File: config.mk
export PLATFORM = sky130hd
export DESIGN_NAME = seq_detector_prog
export DESIGN_NICKNAME = d
export VERILOG_FILES = /design/src/rtl/seq_detector_prog.sv
export SDC_FILE = /design/constraint.sdc
export NUM_CORES = 1
export LEC_CHECK = 0
export BUFFER_PORTS_ARGS = -buffer_cell sky130_fd_sc_hd__buf_2
export CAP_MARGIN = 20
export CORE_ASPECT_RATIO = 2
export CORE_MARGIN = 5
export CORE_UTILIZATION = 35
export DETAILED_ROUTE_END_ITERATION = 10
export PLACE_DENSITY = 0.66
export SLEW_MARGIN = 20
export SYNTH_ARGS = -nofsm -noshare
export SYNTH_HDL_FRONTEND = slang
export SYNTH_SLANG_ARGS = --single-unit
export TNS_END_PERCENT = 50
File: constraint.sdc
create_clock -name clk -period 6.55 [get_ports clk]
set_input_delay 0.9825 -clock clk [delete_from_list [all_inputs] [get_ports clk]]
set_output_delay 0.9825 -clock clk [all_outputs]
set_load 0.01 [all_outputs]
File: src/rtl/seq_detector_prog.sv
// Programmable serial pattern detector: runtime pattern/length/overlap, valid-qualified
// input stream, registered match pulse and saturating match counter.
module seq_detector_prog #(
  parameter  int MAX_LEN = 8,
  parameter  int CNT_W   = 8,
  localparam int LEN_W   = $clog2(MAX_LEN + 1)
) (
  input  logic               clk,
  input  logic               rst,
  input  logic               cfg_load,
  input  logic [MAX_LEN-1:0] pattern,
  input  logic [LEN_W-1:0]   pat_len,
  input  logic               overlap,
  input  logic               din_valid,
  input  logic               din,
  input  logic               cnt_clr,
  output logic               dout,
  output logic [CNT_W-1:0]   match_cnt,
  output logic               armed,
  output logic               cfg_err
);

  typedef enum logic {
    IDLE = 1'b0,
    RUN  = 1'b1
  } state_t;

  state_t             r_state;
  // The oldest history bit is always shifted out before it could be compared,
  // so only MAX_LEN-1 bits need storing.
  logic [MAX_LEN-2:0] r_hist;
  logic [LEN_W-1:0]   r_fill;
  logic [MAX_LEN-1:0] r_pat;
  logic [LEN_W-1:0]   r_len;
  logic               r_ovl;
  logic               r_dout;
  logic [CNT_W-1:0]   r_cnt;
  logic               r_err;

  logic [MAX_LEN-1:0] w_nh;
  logic [LEN_W-1:0]   w_nf;
  logic [MAX_LEN-1:0] w_mask;
  logic               w_cfg_ok;
  logic               w_match;

  assign w_nh     = {r_hist, din};
  assign w_nf     = (r_fill >= LEN_W'(MAX_LEN)) ? LEN_W'(MAX_LEN) : r_fill + LEN_W'(1);
  assign w_cfg_ok = (pat_len != '0) && (pat_len <= LEN_W'(MAX_LEN));

  always_comb begin
    w_mask = '0;
    for (int unsigned i = 0; i < MAX_LEN; i++) begin
      w_mask[i] = (LEN_W'(i) < r_len);
    end
  end

  assign w_match = (r_state == RUN) && din_valid && !cfg_load && (w_nf >= r_len)
                   && (((w_nh ^ r_pat) & w_mask) == '0);

  always_ff @(posedge clk or posedge rst) begin
    if (rst) begin
      r_state <= IDLE;
      r_hist  <= '0;
      r_fill  <= '0;
      r_pat   <= '0;
      r_len   <= '0;
      r_ovl   <= 1'b0;
      r_dout  <= 1'b0;
      r_cnt   <= '0;
      r_err   <= 1'b0;
    end else begin
      r_dout <= w_match;

      if (cnt_clr) begin
        r_cnt <= w_match ? CNT_W'(1) : '0;
      end else if (w_match && (r_cnt != '1)) begin
        r_cnt <= r_cnt + CNT_W'(1);
      end

      if (cfg_load) begin
        if (w_cfg_ok) begin
          r_pat   <= pattern;
          r_len   <= pat_len;
          r_ovl   <= overlap;
          r_hist  <= '0;
          r_fill  <= '0;
          r_err   <= 1'b0;
          r_state <= RUN;
        end else begin
          r_err   <= 1'b1;
          r_state <= IDLE;
        end
      end else if ((r_state == RUN) && din_valid) begin
        if (w_match && !r_ovl) begin
          r_hist <= '0;
          r_fill <= '0;
        end else begin
          r_hist <= w_nh[MAX_LEN-2:0];
          r_fill <= w_nf;
        end
      end
    end
  end

  assign dout      = r_dout;
  assign match_cnt = r_cnt;
  assign armed     = (r_state == RUN);
  assign cfg_err   = r_err;

endmodule

==> flow_metrics.env <==
export IMPL_crit_fanout=11
export IMPL_viasPerCell=5.224
export IMPL_root_buffer="clkbuf_8"
export IMPL_tightest_slew_ns=0.9981
export IMPL_worstSetupPathType="flip-flop to flip-flop"
export IMPL_num_io_pins=30
export IMPL_grt_pass1_vias=1274
export IMPL_final_antenna_net_count=0
export IMPL_powerDensity_nw_per_um2=238.5
export IMPL_arrival_ns=3.27
export IMPL_place_inst=238
export IMPL_layout_area_overhead_vs_synth_pct=15.58
export IMPL_total_power_uw=484.9
export IMPL_timing_fmax_mhz=327.1
export IMPL_final_nets=214
export IMPL_synth_avg_cell_area_um2=11.21
export IMPL_seq_area_frac_synth_pct=49.79
export IMPL_postSynthNetCount=183
export IMPL_clock_sinks=35
export IMPL_synth_main_ff_cell="dfrtp_1"
export IMPL_ir_worst_vdd_uv=187.6
export IMPL_fin_skew_ns=0.009029
export IMPL_wl_per_cell_um=14.11
export IMPL_whs_ns=0.4867
export IMPL_die_area_um2=6630
export IMPL_rsz0062_at_grt="false"
export IMPL_finalCritPeriodShare_pct=46.67
export IMPL_finalWirelength_um=3472
export IMPL_die_h_um=110.3
export IMPL_leakage_uw=0.0009595
export IMPL_core_area_um2=4865
export IMPL_cts_htree_levels=2
export IMPL_critPathRequiredTime_ns=6.76
export IMPL_cts_setup_buffers=0
export IMPL_grt_pass1_wl_um=5858
export IMPL_crit_chain="inv_1 > ha_1 > nor2b_1 > ha_1 > a2111oi_0 > nor4b_4 > a31oi_1 > nand2b_1 > o21ai_1"
export IMPL_holdBufCountCts=0
export IMPL_synth_seq_cells=35
export IMPL_slew_headroom_pct=33.15
export IMPL_drtIter0Drc=14
export IMPL_netlist_instances=157
export IMPL_clockBufferDepth=2
export IMPL_max_cap_viol_count=0
export IMPL_start_kind="flip-flop"
export IMPL_status="finished clean"
export IMPL_synth_edff_count=0
export IMPL_syn_cell_area_um2=1759
export IMPL_yosysTopAreaCell="dfrtp_1"
export IMPL_cts_resized=0
export IMPL_crit_top_cell="ha_1"
export IMPL_remaining_drc_errors=0
export IMPL_yosys_cell_types_count=41
export IMPL_diodes=0
export IMPL_layout_drive_gt1_share_pct=21.16
export IMPL_grt_usage_pct=11.84
export IMPL_setup_violations=0
export IMPL_routabilityCongestion=0.7617
export IMPL_hold_class="flip-flop to flip-flop"
export IMPL_grt_max_degree=36
export IMPL_start_util_pct=36.16
export IMPL_dp_hpwl_um=2660
export IMPL_num_rows=36
export IMPL_hold_viol=0
export IMPL_cp_end_kind="flip-flop"
export IMPL_slew_violations=0
export IMPL_overflow=0
export IMPL_cts_tree="built"
export IMPL_yosysWarnings=0
export IMPL_cp_slowest_cell="a31oi_1"
export IMPL_synthArstFlopShare_pct=100.0
export IMPL_synth_top_area_share_pct=49.79
export IMPL_vias=1285
export IMPL_clock_latency_ns=0.29
export IMPL_numCtsBuffers=5
export IMPL_clkTransAtPathRegs_ns=0.07
export IMPL_fin_cells=246
export IMPL_dr_pass1_iters=4
export IMPL_fin_tns_setup_ns=0
export IMPL_dieWidth_um=60.13
export IMPL_max_stage_delay_ns=0.78
export IMPL_final_min_clock_period_ns=3.057
export IMPL_antenna_found_initial=0
export IMPL_port_buffers=29
export IMPL_synthTopCellsByArea="dfrtp_1 (50%), mux2_1 (7.7%), a22o_1 (5.0%)"
## cell usage in the layout (no fill, tap or decap), types with 3 or more instances in the layout
cell      count
xor2_1        3
a22o_1       10
a21oi_1      11
clkbuf_8      5
mux2_1       12
nand2b_1      3
o21ai_1       7
dfrtp_1      35
inv_1        11
nor2_1        4
buf_2        29
or3_1         5
nand3_1       3
nand2_1       6
xnor2_1       7
ha_1          7
## routing by layer
| metal | global-route usage [%] | share of wire, % | vias up |
|---|---|---|---|
| met1 | 12.04 | 36 | 625 |
| met5 | 0 | 0 | - |
| li1 | - | - | 632 |
| met3 | 1.865 | 3.5 | 5 |
| met2 | 21.83 | 58 | 23 |
| met4 | 6.656 | 2.2 | 0 |
## final cells by class
class / instances / area [µm²]
Fill cell: 487 / 2831
Sequential cell: 35 / 875.8
Multi-Input combinational cell: 105 / 810.8
Timing Repair Buffer: 30 / 152.6
Clock buffer: 7 / 76.32
Tap cell: 57 / 71.32
Inverter: 11 / 41.29
Clock inverter: 1 / 5.005
## critical path, delay by kind of cell (launching register included)
| kind | cells | cell delay [ns] |
|---|---|---|
| AOI/OAI and AO/OA | 3 | 1.58 |
| adders and majority gates | 2 | 0.55 |
| buffers and inverters | 1 | 0.06 |
| DFF | 1 | 0.42 |
| and+or+nand+nor | 3 | 0.36 |
## state kept, by name (all words and copies together), names as in the netlist
| name | flops |
|---|---|
| r_hist | 7 |
| r_fill | 4 |
| r_len | 4 |
| dout | 1 |
| r_ovl | 1 |
| r_pat | 8 |
| cfg_err | 1 |
| armed | 1 |
| match_cnt | 8 |
## path summary, 6_finish.rpt
| kind | startpoint | endpoint | slack [ns] | cells past startpoint |
|---|---|---|---|---|
| max in group asynchronous | rst | r_fill[0] | 5.44 | 3 |
| min in group asynchronous | rst | match_cnt[2] | 0.78 | 3 |
| hold / removal | cfg_err | cfg_err | 0.49 | 1 |
| setup reg to reg | r_fill[0] | r_fill[0] | 3.49 | 9 |
| setup / recovery | r_fill[0] | r_fill[0] | 3.49 | 9 |
| hold reg to reg | cfg_err | cfg_err | 0.49 | 1 |
## through the flow
| step | worst slack [ns] | utilization [%] | instance area, µm² |
|---|---|---|---|
| floorplan | 3.987 | - | 1759 |
| detailed placement | 3.517 | 40.12 | 1952 |
| global route | 3.154 | 41.80 | 2033 |
| global placement | 3.520 | 40.12 | 1952 |
| finish | 3.493 | 41.80 | 2033 |
| CTS | 3.476 | 41.80 | 2033 |
## synthesized netlist by cell type (3+ instances only)
library cell / count
nand2_1: 6
inv_1: 11
nor2_1: 4
a22o_1: 10
dfrtp_1: 35
or3_1: 5
ha_1: 7
xnor2_1: 7
nand2b_1: 3
mux2_1: 12
a21oi_1: 11
nand3_1: 3
o21ai_1: 7
xor2_1: 3
## where the power goes
group	switching (µW)	leakage, µW	total, µW	internal [µW]
combinational	40.6	0.000462	82.4	41.8
clock	72.5	0.0000422	147	74.5
sequential	20.0	0.000455	256	236
## cell families (layout without fill, tap and decap cells)
group,after synthesis,in the layout,synth area share (%)
simple gates,33,33,11.45
xor+xnor,10,10,4.979
mux,13,13,8.250
compound gates,42,42,16.43
flops,35,35,49.79
buf+inv,17,49,4.125
fa+ha+maj,7,7,4.978
Power figures use the tool's default switching activity.
